==> src/rtl/serial_rx_sampler.sv <==
// serial_rx_sampler: asynchronous serial receiver with 2-flop synchroniser, mid-bit sampling and stop/parity checks
// Ports: clk (rising edge), rst (asynchronous, active-high), rxd (asynchronous line, idle high)
//        data (last good word), valid / frame_err / parity_err (one-cycle strobes), busy (FSM not in IDLE)
// Macro SERIAL_RX_PARITY_EN compiles in one even-parity bit after the data bits; undefined ties parity_err to 0.
module serial_rx_sampler #(
  parameter int CLK_DIV = 16,
  parameter int DATA_W  = 8
) (
  input  logic              clk,
  input  logic              rst,
  input  logic              rxd,
  output logic [DATA_W-1:0] data,
  output logic              valid,
  output logic              frame_err,
  output logic              parity_err,
  output logic              busy
);
  localparam int CW = $clog2(CLK_DIV);
  localparam int BW = $clog2(DATA_W + 1);
  typedef enum logic [2:0] {
    S_IDLE,
    S_START,
    S_DATA,
`ifdef SERIAL_RX_PARITY_EN
    S_PARITY,
`endif
    S_STOP
  } state_t;
`ifdef SERIAL_RX_PARITY_EN
  localparam state_t S_AFTER_DATA = S_PARITY;
`else
  localparam state_t S_AFTER_DATA = S_STOP;
`endif
  state_t            r_state, w_next;
  logic              r_rxd_s1, r_rxd_s2, r_rxd_d;
  logic [CW-1:0]     r_cyc;
  logic [BW-1:0]     r_bit;
  logic [DATA_W-1:0] r_shift;
`ifdef SERIAL_RX_PARITY_EN
  logic              r_pbit;
`endif
  logic              w_fall, w_tick, w_last, w_stop, w_valid, w_ferr, w_perr;
  assign w_fall = r_rxd_d & ~r_rxd_s2;
  // The start check lands half a bit after T0; every later sample is one full bit after the previous one.
  assign w_tick = r_cyc == ((r_state == S_START) ? CW'(CLK_DIV / 2 - 1) : CW'(CLK_DIV - 1));
  assign w_last = r_bit == BW'(DATA_W - 1);
  always_ff @(posedge clk or posedge rst)
    if (rst) r_state <= S_IDLE;
    else     r_state <= w_next;
  always_comb begin
    w_next = r_state;
    case (r_state)
      S_IDLE:   if (w_fall) w_next = S_START;
      S_START:  if (w_tick) w_next = r_rxd_s2 ? S_IDLE : S_DATA;
      S_DATA:   if (w_tick && w_last) w_next = S_AFTER_DATA;
`ifdef SERIAL_RX_PARITY_EN
      S_PARITY: if (w_tick) w_next = S_STOP;
`endif
      S_STOP:   if (w_tick) w_next = S_IDLE;
      default:  w_next = S_IDLE;
    endcase
  end
  always_comb begin
    busy    = r_state != S_IDLE;
    w_stop  = (r_state == S_STOP) && w_tick;
    w_ferr  = w_stop && !r_rxd_s2;
`ifdef SERIAL_RX_PARITY_EN
    w_perr  = w_stop && (^r_shift ^ r_pbit);
`else
    w_perr  = 1'b0;
`endif
    w_valid = w_stop && r_rxd_s2 && !w_perr;
  end
  always_ff @(posedge clk or posedge rst)
    if (rst) begin
      r_rxd_s1   <= 1'b1;
      r_rxd_s2   <= 1'b1;
      r_rxd_d    <= 1'b1;
      r_cyc      <= '0;
      r_bit      <= '0;
      r_shift    <= '0;
`ifdef SERIAL_RX_PARITY_EN
      r_pbit     <= 1'b0;
`endif
      data       <= '0;
      valid      <= 1'b0;
      frame_err  <= 1'b0;
      parity_err <= 1'b0;
    end else begin
      {r_rxd_d, r_rxd_s2, r_rxd_s1} <= {r_rxd_s2, r_rxd_s1, rxd};
      r_cyc <= (r_state == S_IDLE || w_tick) ? '0 : r_cyc + 1'b1;
      r_bit <= (r_state == S_IDLE) ? '0 : r_bit + BW'(r_state == S_DATA && w_tick);
      // Shift in from the top so the first data bit ends up in bit 0.
      if (r_state == S_DATA && w_tick) r_shift <= DATA_W'({r_rxd_s2, r_shift} >> 1);
`ifdef SERIAL_RX_PARITY_EN
      if (r_state == S_PARITY && w_tick) r_pbit <= r_rxd_s2;
`endif
      if (w_valid) data <= r_shift;
      valid      <= w_valid;
      frame_err  <= w_ferr;
      parity_err <= w_perr;
    end
endmodule

==> config.mk <==
export PLATFORM = sky130hd
export DESIGN_NAME = serial_rx_sampler
export DESIGN_NICKNAME = d
export VERILOG_FILES = /design/src/rtl/serial_rx_sampler.sv
export SDC_FILE = /design/constraint.sdc
export NUM_CORES = 1
export LEC_CHECK = 0
export ABC_AREA = 1
export BUFFER_PORTS_ARGS = -buffer_cell sky130_fd_sc_hd__buf_2
export CAP_MARGIN = 25
export CELL_PAD_IN_SITES_DETAIL_PLACEMENT = 0
export CELL_PAD_IN_SITES_GLOBAL_PLACEMENT = 1
export CORE_UTILIZATION = 47
export CTS_BUF_LIST = sky130_fd_sc_hd__clkbuf_4 sky130_fd_sc_hd__clkbuf_8 sky130_fd_sc_hd__clkbuf_16
export CTS_CLUSTER_DIAMETER = 40
export DETAILED_ROUTE_END_ITERATION = 7
export HOLD_SLACK_MARGIN = 0.06
export PLACE_DENSITY = 0.78
export SYNTH_ARGS = -nofsm -noshare
export SYNTH_HDL_FRONTEND = slang
export SYNTH_SLANG_ARGS = --single-unit
==> constraint.sdc <==
create_clock -name clk -period 4.6 [get_ports clk]
set_clock_uncertainty 0.2 [all_clocks]
set_input_delay 0.69 -clock clk [delete_from_list [all_inputs] [get_ports clk]]
set_output_delay 0.69 -clock clk [all_outputs]
set_load 0.05 [all_outputs]
==> results of run 1 <==
## worst register-to-register path: stages (launching register included)
cell and delay (ns):
sky130_fd_sc_hd__dfrtp_1 0.40, sky130_fd_sc_hd__ha_1 0.21, sky130_fd_sc_hd__nand2_1 0.10, sky130_fd_sc_hd__inv_2 0.06, sky130_fd_sc_hd__nand3_2 0.12, sky130_fd_sc_hd__inv_2 0.06, sky130_fd_sc_hd__nand2_4 0.15, sky130_fd_sc_hd__inv_2 0.09
sky130_fd_sc_hd__ha_1 0.21, sky130_fd_sc_hd__ha_1 0.20, sky130_fd_sc_hd__xnor2_1 0.16, sky130_fd_sc_hd__nor2_1 0.06
## synthesized netlist by cell type, types with 2 or more instances
cell,count
sky130_fd_sc_hd__a21oi_1,3
sky130_fd_sc_hd__buf_6,2
sky130_fd_sc_hd__dfrtp_1,28
sky130_fd_sc_hd__dfstp_2,3
sky130_fd_sc_hd__ha_1,3
sky130_fd_sc_hd__inv_1,14
sky130_fd_sc_hd__inv_2,4
sky130_fd_sc_hd__nand2_1,37
sky130_fd_sc_hd__nand3_1,4
sky130_fd_sc_hd__nand4_1,2
sky130_fd_sc_hd__nor2_1,12
sky130_fd_sc_hd__nor2_2,2
sky130_fd_sc_hd__o21ai_0,7
sky130_fd_sc_hd__o21ai_2,4
## cell families after synthesis
family,Yosys count,share of synthesized area [%]
AO/OA/AOI/OAI,17,8.18
XOR/XNOR,2,1.32
adder cells (fa/ha/maj),3,2.82
buffers and inverters,21,7.33
flip-flops,31,58.6
other,1,0.282
AND/OR/NAND/NOR,63,21.5
## worst max-delay path by stage
| stage | start | end | slack, ns | cells after the start |
|---|---|---|---|---|
| 2_1_floorplan | r_state[0] | busy | 2.73 | 2 |
| 3_3_place_gp | r_cyc[0] | r_bit[2] | 2.52 | 11 |
| 3_5_place_dp | r_cyc[0] | r_bit[2] | 2.47 | 11 |
| 4_1_cts | r_state[0] | busy | 2.16 | 3 |
| 5_1_grt | r_state[0] | busy | 2.08 | 3 |
| 6_report | r_state[0] | busy | 2.20 | 3 |
## registers in the layout (all words and copies together) (netlist names)
register   cells
r_rxd_s2       1
r_state        2
frame_err      1
r_rxd_s1       1
data           8
r_rxd_d        1
valid          1
r_bit          4
r_cyc          4
r_shift        8
## where the power goes
group / total (mW) / switching [mW] / internal (mW)
Clock: 0.219 / 0.0908 / 0.128
Combinational: 0.143 / 0.0979 / 0.0449
Sequential: 0.325 / 0.0269 / 0.298
## cell type report
| cell class | count | area, um^2 | area share [%] |
|---|---|---|---|
| clock buffers | 6 | 51.3 | 3.43 |
| clock inverters | 2 | 35.0 | 2.34 |
| inverters | 18 | 67.6 | 4.51 |
| multi-input cells | 86 | 454 | 30.3 |
| flip-flops and latches | 31 | 779 | 52.0 |
| well taps | 30 | 37.5 | 2.51 |
| repair buffers | 14 | 72.6 | 4.85 |
## per-layer routing
metal / track usage (%) / up-vias / share of wire (%)
met3: 5.15 / 7 / 3.6
met2: 23.8 / 16 / 46
met1: 23.9 / 459 / 48
met5: 0 / - / 0
met4: 9.29 / 0 / 2.3
li1: - / 467 / -
## per-stage QoR
| stage | setup WS, ns | hold slack [ns] |
|---|---|---|
| after floorplan | 2.73 | 0.145 |
| after global placement | 2.52 | 0.155 |
| after detailed placement | 2.47 | 0.157 |
| after CTS | 2.16 | 0.170 |
| after global routing | 2.08 | 0.172 |
| final | 2.20 | 0.168 |
==> out/metrics.cfg, run 1 <==
[outcome]
outcome=finished clean

[cells_and_area]
instances_no_fill=187
ant_cells=0
area.growth.synth_to_final_pct=12.5
finalCoreUtilization_pct=58.3
mostFrequentLayoutCell=sky130_fd_sc_hd__nand2_1
post-route-cell-area_mm2=0.00150
fin_nets=162
layout-drive-gt1-share_pct=25.5
num-fill-cells=240
commonest_cells_after_routing_fill_and_taps_aside=37 x sky130_fd_sc_hd__nand2_1, 28 x sky130_fd_sc_hd__dfrtp_1, 14 x sky130_fd_sc_hd__inv_1

[routing]
detail_route_antenna_nets=0
finalWirelength_mm=2.23
via_per_inst=5.07
detail_route.wl_per_cell_um=11.9
detailroute.via_count=949
post-route-drc-count=0
dr.pass1.iters=4
drt_iter0_markers=14

[critical_path]
arrival_ns=1.51
critical_path_peak_fanout=7
cp.buffers_inverters=2
crit_path_cell_trace=nor2_1 -> inv_1 -> buf_2
worst-setup-path-type=flop to output pin
critical_path.slowest_cell=sky130_fd_sc_hd__dfrtp_1
r2r_start=r_cyc[0]
critPathRequiredTime_ns=3.71
critical_register_to_register_path_endpoint=r_bit[2]
endpoint_kind=output pin
critPathMaxStageDelay_ns=0.47
cp-start-kind=flop
critical_path.top_delay_family=flip-flops
r2r.worst_path.cells=11
rrSetupSlack_ns=2.47

[synth]
synth.cell_area_mm2=0.00133
top_cell_type_by_total_area_after_synthesis=sky130_fd_sc_hd__dfrtp_1
yosys.area.top_type_share_pct=52.6
ys_seq_elements=31
postSynthNetCount=144
netlist_top_cells_area=sky130_fd_sc_hd__dfrtp_1 53%, sky130_fd_sc_hd__nand2_1 10%, sky130_fd_sc_hd__dfstp_2 5.9%, sky130_fd_sc_hd__inv_1 3.9%, sky130_fd_sc_hd__nor2_1 3.4%
postSynth.topFlopCell=sky130_fd_sc_hd__dfrtp_1
post_synth_edffs=0
sequential_fraction_of_the_synthesis_area_pct=58.6
synthesis.instances=138
post_synth_num_cell_types=27
synth-async-reset-ratio_pct=100
synth_warnings=0
synth_area_per_cell_um2=9.65

[sta]
final-hold-violation-count=0
setup_viol_count_final=0
fmaxAchievable_mhz=417
unrepaired_setup_endpoints_after_global_routing=no
timing_max_transition_violations_final=0
finalSetupTns_ns=0
shortest_period_the_worst_path_allows_ns=2.40
share_of_the_clock_period_used_by_the_worst_path_after_layout_pct=52.1

[clock_tree]
insertion_delay_ns=0.33
cts_tree=yes
clk_pin_slew_ns=0.09
cts.htree.levels=2
cts_root_buf=sky130_fd_sc_hd__clkbuf_4
postCtsHoldBufs=0
cts_sinks=31
cts.path.max_buffers=2
postCtsSetupRepairBufs=0
tritoncts.num_buffers=5
cts_resized=0

[placement]
dp_hpwl_mm=1.61
placement.io_buffers=13
placedInstanceArea_mm2=0.00141
place.gp.congestion=0.758
placedCellCount=179

[global_routing]
via_count_of_the_first_global_routing_pass=909
grt_pass1_wl_mm=4.04
antenna_violations_before_repair=0
grt_overflow=0
grt_start_max_net_pins=32
gr-usage-all-layers_pct=17.1

[floorplanning]
floorplan.rows=18
die_h_um=55.2
fp.coreArea_mm2=0.00257
die-width_um=55.2
start_util_pct=51.9
ios=15
floorplan.die_area_mm2=0.00305

[power]
powerDensity_mw_per_mm2=459
vdd.ir_drop.worst_mv=0.283
power.static_leakage_nw=0.834
total_power_uw=687

[job]
cap_violations=0

[worst_hold_path]
worstHoldPathType=flop to flop
hold_path.startpoint=r_rxd_s1
timing.hold.worst_path_depth=0
min_delay_worst_endpoint=r_rxd_s2

Note: power is estimated with default switching activity, not from simulation.
==> inputs of run 2 (changes only) <==
--- a/config.mk
+++ b/config.mk
@@ -10,12 +10,12 @@
 export CAP_MARGIN = 25
 export CELL_PAD_IN_SITES_DETAIL_PLACEMENT = 0
 export CELL_PAD_IN_SITES_GLOBAL_PLACEMENT = 1
-export CORE_UTILIZATION = 47
+export CORE_UTILIZATION = 39
 export CTS_BUF_LIST = sky130_fd_sc_hd__clkbuf_4 sky130_fd_sc_hd__clkbuf_8 sky130_fd_sc_hd__clkbuf_16
 export CTS_CLUSTER_DIAMETER = 40
 export DETAILED_ROUTE_END_ITERATION = 7
 export HOLD_SLACK_MARGIN = 0.06
-export PLACE_DENSITY = 0.78
+export PLACE_DENSITY = 0.69
 export SYNTH_ARGS = -nofsm -noshare
 export SYNTH_HDL_FRONTEND = slang
 export SYNTH_SLANG_ARGS = --single-unit
==> constraint.sdc (replaced) <==
create_clock -name clk -period 2 [get_ports clk]
set_clock_uncertainty 0.2 [all_clocks]
set_input_delay 0.3 -clock clk [delete_from_list [all_inputs] [get_ports clk]]
set_output_delay 0.3 -clock clk [all_outputs]
set_load 0.05 [all_outputs]
==> out/metrics.cfg, run 2 (synthesized netlist as in run 1, its figures left out) <==
[sta]
unrepaired_setup_endpoints_after_global_routing=no
finalSetupTns_ns=0  ; unchanged
fmaxAchievable_mhz=534
shortest_period_the_worst_path_allows_ns=1.87
final-hold-violation-count=0  ; unchanged
setup_viol_count_final=0  ; unchanged
timing_max_transition_violations_final=0  ; unchanged
share_of_the_clock_period_used_by_the_worst_path_after_layout_pct=93.6

[worst_hold_path]
worstHoldPathType=flop to flop
timing.hold.worst_path_depth=0  ; unchanged
hold_path.startpoint=r_rxd_s1

[floorplanning]
die-width_um=60.4  ; +9.4%
die_h_um=60.4  ; +9.4%
start_util_pct=42.2  ; -9.6 points
ios=15  ; unchanged
fp.coreArea_mm2=0.00315  ; +23%
floorplan.die_area_mm2=0.00365  ; +20%
floorplan.rows=20  ; +2

[clock_tree]
clk_pin_slew_ns=0.10  ; about the same
cts_sinks=31  ; unchanged
tritoncts.num_buffers=5  ; unchanged
cts.path.max_buffers=2  ; unchanged
cts.htree.levels=2  ; unchanged
insertion_delay_ns=0.32  ; about the same
cts_root_buf=sky130_fd_sc_hd__clkbuf_4
postCtsSetupRepairBufs=0  ; unchanged
cts_tree=yes

[routing]
via_per_inst=4.57  ; -10%
detail_route.wl_per_cell_um=11.2  ; -5.8%
drt_iter0_markers=31  ; +17
dr.pass1.iters=4  ; unchanged
finalWirelength_mm=2.31  ; +3.7%
detail_route_antenna_nets=0  ; unchanged
detailroute.via_count=941  ; -0.84%
post-route-drc-count=0  ; unchanged

[power]
power.static_leakage_nw=0.847  ; +1.6%
vdd.ir_drop.worst_mv=0.507  ; +79%
powerDensity_mw_per_mm2=986  ; +110%

[critical_path]
r2r.worst_path.cells=11  ; unchanged
worst-setup-path-type=flop to flop
critical-path-top-cell-by-count=sky130_fd_sc_hd__inv_2
arrival_ns=1.90  ; +0.39 ns
critical_path.startpoint=r_cyc[0]
critical_path.slowest_cell=sky130_fd_sc_hd__dfrtp_1
critPathMaxStageDelay_ns=0.41  ; -0.06 ns
worst-path-stages=11  ; +8
critPathRequiredTime_ns=2.03  ; -1.68 ns
crit_path_cell_trace=ha_2 -> nand2_1 -> inv_2 -> nand3_2 -> inv_2 -> nand2_4 -> inv_2 -> ha_1 -> ha_1 -> xnor2_1 -> nor2_1
cp.buffers_inverters=3  ; +1
r2r_start=r_cyc[0]
endpoint_kind=flop
critical_path_peak_fanout=5  ; -2
cp-start-kind=flop
critical_path.top_delay_family=adder cells

[global_routing]
via_count_of_the_first_global_routing_pass=869  ; -4.4%
grt_start_max_net_pins=32  ; unchanged
antenna_violations_before_repair=0  ; unchanged
grt_pass1_wl_mm=3.86  ; -4.4%
grt_overflow=0  ; unchanged
gr-usage-all-layers_pct=14.9  ; -2.2 points

[job]
cap_violations=0  ; unchanged

[cells_and_area]
area.growth.synth_to_final_pct=16.2
finalCoreUtilization_pct=49.0  ; -9.3 points
mostFrequentLayoutCell=sky130_fd_sc_hd__nand2_1
num-fill-cells=309  ; +29%
fin_nets=167  ; +3.1%
multi_input_combinational_cell_area_um2=457  ; +0.55%
layout-drive-gt1-share_pct=27.2  ; +1.7 points
top_regs=data x8, r_shift x8
ant_cells=0  ; unchanged
regArea_um2=779  ; unchanged
commonest_cells_after_routing_fill_and_taps_aside=37 x sky130_fd_sc_hd__nand2_1, 28 x sky130_fd_sc_hd__dfrtp_1, 14 x sky130_fd_sc_hd__inv_1

[outcome]
outcome=finished clean

[placement]
dp_hpwl_mm=1.63  ; +1.3%
placement.io_buffers=13  ; unchanged
place.gp.congestion=0.792  ; +4.4%

-- run 2: cell types whose count changed in the layout (fill, tap and decap cells not counted), sizes merged --
cell         change
clkbuf           +2
dlygate4sd3      +2
buf              +3
bufinv           -1
clkinv           -1
-- run 2: per-stage QoR --
stage | cells | hold slack, ns | power, mW | instance area, um^2 | setup WS [ns]
after floorplan | 138 | 0.104 | 1.02 | 1330 | 0.159
after global placement | 196 | 0.149 | 1.11 | 1450 | 0.148
after detailed placement | 196 | 0.151 | 1.11 | 1450 | 0.0937
after CTS | 206 | 0.164 | 1.54 | 1540 | 0.0922
after global routing | 206 | 0.170 | 1.63 | 1550 | 0.0135
final | 206 | 0.161 | 1.52 | 1550 | 0.127
-- run 2: power breakdown --
group / total (mW) / leakage, nW / internal [mW] / switching (mW)
combinational: 0.350 / 0.389 / 0.122 / 0.228
clock: 0.424 / 0.0420 / 0.220 / 0.204
sequential: 0.750 / 0.415 / 0.685 / 0.0651
-- run 2: timing repair --
item	in CTS	in global routing
endpoints found under the setup margin	0	2
hold buffers	2	0
hold endpoints to repair	29	0
resized for setup	0	2
-- run 2: final timing paths --
path | slack (ns) | endpoint
min in group asynchronous | 0.38 | r_cyc[0]
max in group asynchronous | 0.91 | r_rxd_s1
worst max register to register | 0.13 | r_bit[2]
worst min register to register | 0.16 | r_rxd_s2
worst min-delay path | 0.16 | r_rxd_s2
worst max-delay path | 0.13 | r_bit[2]
-- run 2: worst register-to-register path, cell delays in order (launching register included) --
cell and delay [ns]:
sky130_fd_sc_hd__dfrtp_1 0.41, sky130_fd_sc_hd__ha_2 0.19, sky130_fd_sc_hd__nand2_1 0.08, sky130_fd_sc_hd__inv_2 0.06
sky130_fd_sc_hd__nand3_2 0.11, sky130_fd_sc_hd__inv_2 0.05, sky130_fd_sc_hd__nand2_4 0.05, sky130_fd_sc_hd__inv_2 0.05
sky130_fd_sc_hd__ha_1 0.19, sky130_fd_sc_hd__ha_1 0.20, sky130_fd_sc_hd__xnor2_1 0.13, sky130_fd_sc_hd__nor2_1 0.05
-- run 2: area by class of cell --
type	instances	share of cell area [%]
inverter	18	4.37
multi-input combinational	86	29.5
tap	44	3.56
timing repair buffer	19	7.44
sequential	31	50.4
clock buffer	8	4.69
-- run 2: metal layers --
metal | wire (um) | part of all wire (%) | up-vias | track usage (%)
li1 | - | - | 477 | -
met1 | 1210 | 52 | 436 | 21.1
met2 | 962 | 42 | 24 | 19.9
met3 | 100 | 4.3 | 4 | 5.12
met4 | 40 | 1.7 | 0 | 7.79
met5 | 0 | 0 | - | 0
==> inputs of run 3 (changes only) <==
--- a/config.mk
+++ b/config.mk
@@ -7,7 +7,7 @@
 export LEC_CHECK = 0
 export ABC_AREA = 1
 export BUFFER_PORTS_ARGS = -buffer_cell sky130_fd_sc_hd__buf_2
-export CAP_MARGIN = 25
+export CAP_MARGIN = 5
 export CELL_PAD_IN_SITES_DETAIL_PLACEMENT = 0
 export CELL_PAD_IN_SITES_GLOBAL_PLACEMENT = 1
 export CORE_UTILIZATION = 39
@@ -15,7 +15,7 @@
 export CTS_CLUSTER_DIAMETER = 40
 export DETAILED_ROUTE_END_ITERATION = 7
 export HOLD_SLACK_MARGIN = 0.06
-export PLACE_DENSITY = 0.69
+export PLACE_DENSITY_LB_ADDON = 0.1
 export SYNTH_ARGS = -nofsm -noshare
 export SYNTH_HDL_FRONTEND = slang
 export SYNTH_SLANG_ARGS = --single-unit
==> out/metrics.cfg, run 3 (synthesized netlist as in run 1, its figures left out) <==
[outcome]
outcome=finished clean

[routing]
detail_route_antenna_nets=0  ; unchanged
post-route-drc-count=0  ; unchanged
finalWirelength_mm=2.32  ; +0.26%
via_per_inst=4.54  ; -0.53%
detailroute.via_count=936  ; -0.53%
detail_route.wl_per_cell_um=11.2  ; +0.26%
dr.pass1.iters=4  ; unchanged
drt_iter0_markers=45  ; +45%

[critical_path]
critical_register_to_register_path_endpoint=r_bit[1]
arrival_ns=1.90  ; about the same
worst-setup-path-type=flop to flop
r2r.worst_path.cells=11  ; unchanged
critPathRequiredTime_ns=2.05  ; +0.02 ns
endpoint_kind=flop
critical_path_peak_fanout=5  ; unchanged
rrSetupSlack_ns=0.14  ; +0.02 ns
r2r_start=r_cyc[0]
cp-start-kind=flop

[clock_tree]
cts_sinks=31  ; unchanged
cts_root_buf=sky130_fd_sc_hd__clkbuf_4
clk_pin_slew_ns=0.09  ; about the same
cts.path.max_buffers=2  ; unchanged
tritoncts.num_buffers=5  ; unchanged
insertion_delay_ns=0.31  ; about the same
cts_tree=yes
cts.htree.levels=2  ; unchanged

[placement]
placement.io_buffers=13  ; unchanged
placedInstanceArea_mm2=0.00144  ; -0.52%
place.gp.congestion=0.838  ; +5.8%
placedCellCount=195  ; -0.51%
dp_hpwl_mm=1.66  ; +1.7%

[floorplanning]
ios=15  ; unchanged
floorplan.rows=20  ; unchanged
floorplan.die_area_mm2=0.00365  ; unchanged
die-width_um=60.4  ; unchanged
start_util_pct=42.2  ; unchanged
die_h_um=60.4  ; unchanged
fp.coreArea_mm2=0.00315  ; unchanged

[cells_and_area]
commonest_cells_after_routing_fill_and_taps_aside=37 x sky130_fd_sc_hd__nand2_1, 27 x sky130_fd_sc_hd__dfrtp_1, 14 x sky130_fd_sc_hd__inv_1
ant_cells=0  ; unchanged
area.growth.synth_to_final_pct=15.3
post-route-cell-area_mm2=0.00154  ; -0.73%
instances_no_fill=206  ; unchanged
top_regs=data x8, r_shift x8
fin_nets=167  ; unchanged
mostFrequentLayoutCell=sky130_fd_sc_hd__nand2_1
layout-drive-gt1-share_pct=27.8  ; +0.62 points
num-fill-cells=324  ; +4.9%
finalCoreUtilization_pct=48.7  ; -0.36 points
multi_input_combinational_cell_area_um2=464  ; +1.6%
regArea_um2=781  ; +0.16%

[sta]
fmaxAchievable_mhz=539  ; +0.94%
setup_viol_count_final=0  ; unchanged
final-hold-violation-count=0  ; unchanged
whs_ns=0.164  ; +0.00299 ns
timing_max_transition_violations_final=0  ; unchanged
unrepaired_setup_endpoints_after_global_routing=no
share_of_the_clock_period_used_by_the_worst_path_after_layout_pct=92.8  ; -0.87 points
shortest_period_the_worst_path_allows_ns=1.86  ; -0.0175 ns
finalSetupTns_ns=0  ; unchanged

[job]
cap_violations=0  ; unchanged

[global_routing]
grt_overflow=0  ; unchanged
grt_pass1_wl_mm=4.15  ; +7.5%
grt_start_max_net_pins=32  ; unchanged
gr-usage-all-layers_pct=16.1  ; +1.2 points
via_count_of_the_first_global_routing_pass=933  ; +7.4%
antenna_violations_before_repair=0  ; unchanged

[power]
power.static_leakage_nw=0.839  ; -0.96%
pwr-share-clk_pct=23.2  ; -4.6 points
p_seq_share_pct=51.5  ; +2.3 points
p_sw_uw=508  ; +2.2%
combPwrFrac_pct=25.3  ; +2.4 points
vdd.ir_drop.worst_mv=0.455  ; -10%
sw_frac_of_total_pct=34.9  ; +2.2 points
intPower_uw=950  ; -7.5%
powerDensity_mw_per_mm2=950  ; -3.7%

[worst_hold_path]
worstHoldPathType=flop to flop
hold_path.startpoint=r_rxd_s1
min_delay_worst_endpoint=r_rxd_s2
timing.hold.worst_path_depth=0  ; unchanged

run 3: cell types whose count changed in the layout (fill, tap and decap cells not counted), sizes merged:
cell    previous run  this run
clkinv             0         3
clkbuf             8         5
run 3: power groups by stage:
stage / combinational [mW] / sequential, mW / clock [mW]
CTS: 0.352 / 0.752 / 0.361
floorplan: 0.264 / 0.752 / 0
finish: 0.369 / 0.751 / 0.338
global placement: 0.352 / 0.761 / 0
detailed placement: 0.348 / 0.764 / 0
global route: 0.427 / 0.763 / 0.385
run 3: routing by layer:
metal	track usage [%]	wire, um
met4	6.82	19
met3	5.76	66
met1	22.0	1170
met2	23.1	1060
met5	0	0
run 3: final cells by class:
| type | instances | area share [%] |
|---|---|---|
| inverters | 18 | 4.40 |
| clock buffers | 5 | 2.44 |
| repair buffers | 19 | 7.50 |
| flip-flops and latches | 31 | 50.9 |
| multi-input cells | 86 | 30.2 |
| well taps | 44 | 3.59 |
| clock inverters | 3 | 0.978 |
run 3: worst max-delay path, stage by stage, from the launching register on:
cell,delay [ns]
sky130_fd_sc_hd__dfrtp_1,0.40
sky130_fd_sc_hd__ha_1,0.21
sky130_fd_sc_hd__nand2_1,0.10
sky130_fd_sc_hd__inv_2,0.07
sky130_fd_sc_hd__nand3_4,0.10
sky130_fd_sc_hd__inv_2,0.05
sky130_fd_sc_hd__nand2_4,0.05
sky130_fd_sc_hd__inv_2,0.05
sky130_fd_sc_hd__ha_2,0.17
sky130_fd_sc_hd__ha_1,0.27
sky130_fd_sc_hd__inv_1,0.04
sky130_fd_sc_hd__nor2_1,0.10
run 3: worst max path at each step:
stage / from / endpoint / depth (start not counted)
CTS: r_cyc[0] / r_bit[2] / 11
floorplan: r_cyc[0] / r_bit[2] / 11
finish: r_cyc[0] / r_bit[1] / 11
global placement: r_cyc[0] / r_bit[2] / 11
global route: r_cyc[0] / r_bit[2] / 11
detailed placement: r_cyc[0] / r_bit[2] / 11
run 3: what timing repair did:
item                       in CTS  in global routing
resized for setup               0                  3
setup buffers                   0                  1
hold buffers                    2                  0
setup endpoints to repair       0                  3
hold endpoints to repair       29                  0
run 3: metrics by stage:
stage / power, mW / worst slack, ns
after global placement: 1.11 / 0.136
final: 1.46 / 0.145
after floorplan: 1.02 / 0.159
after CTS: 1.47 / 0.0683
after global routing: 1.58 / 0.00152
after detailed placement: 1.11 / 0.0812
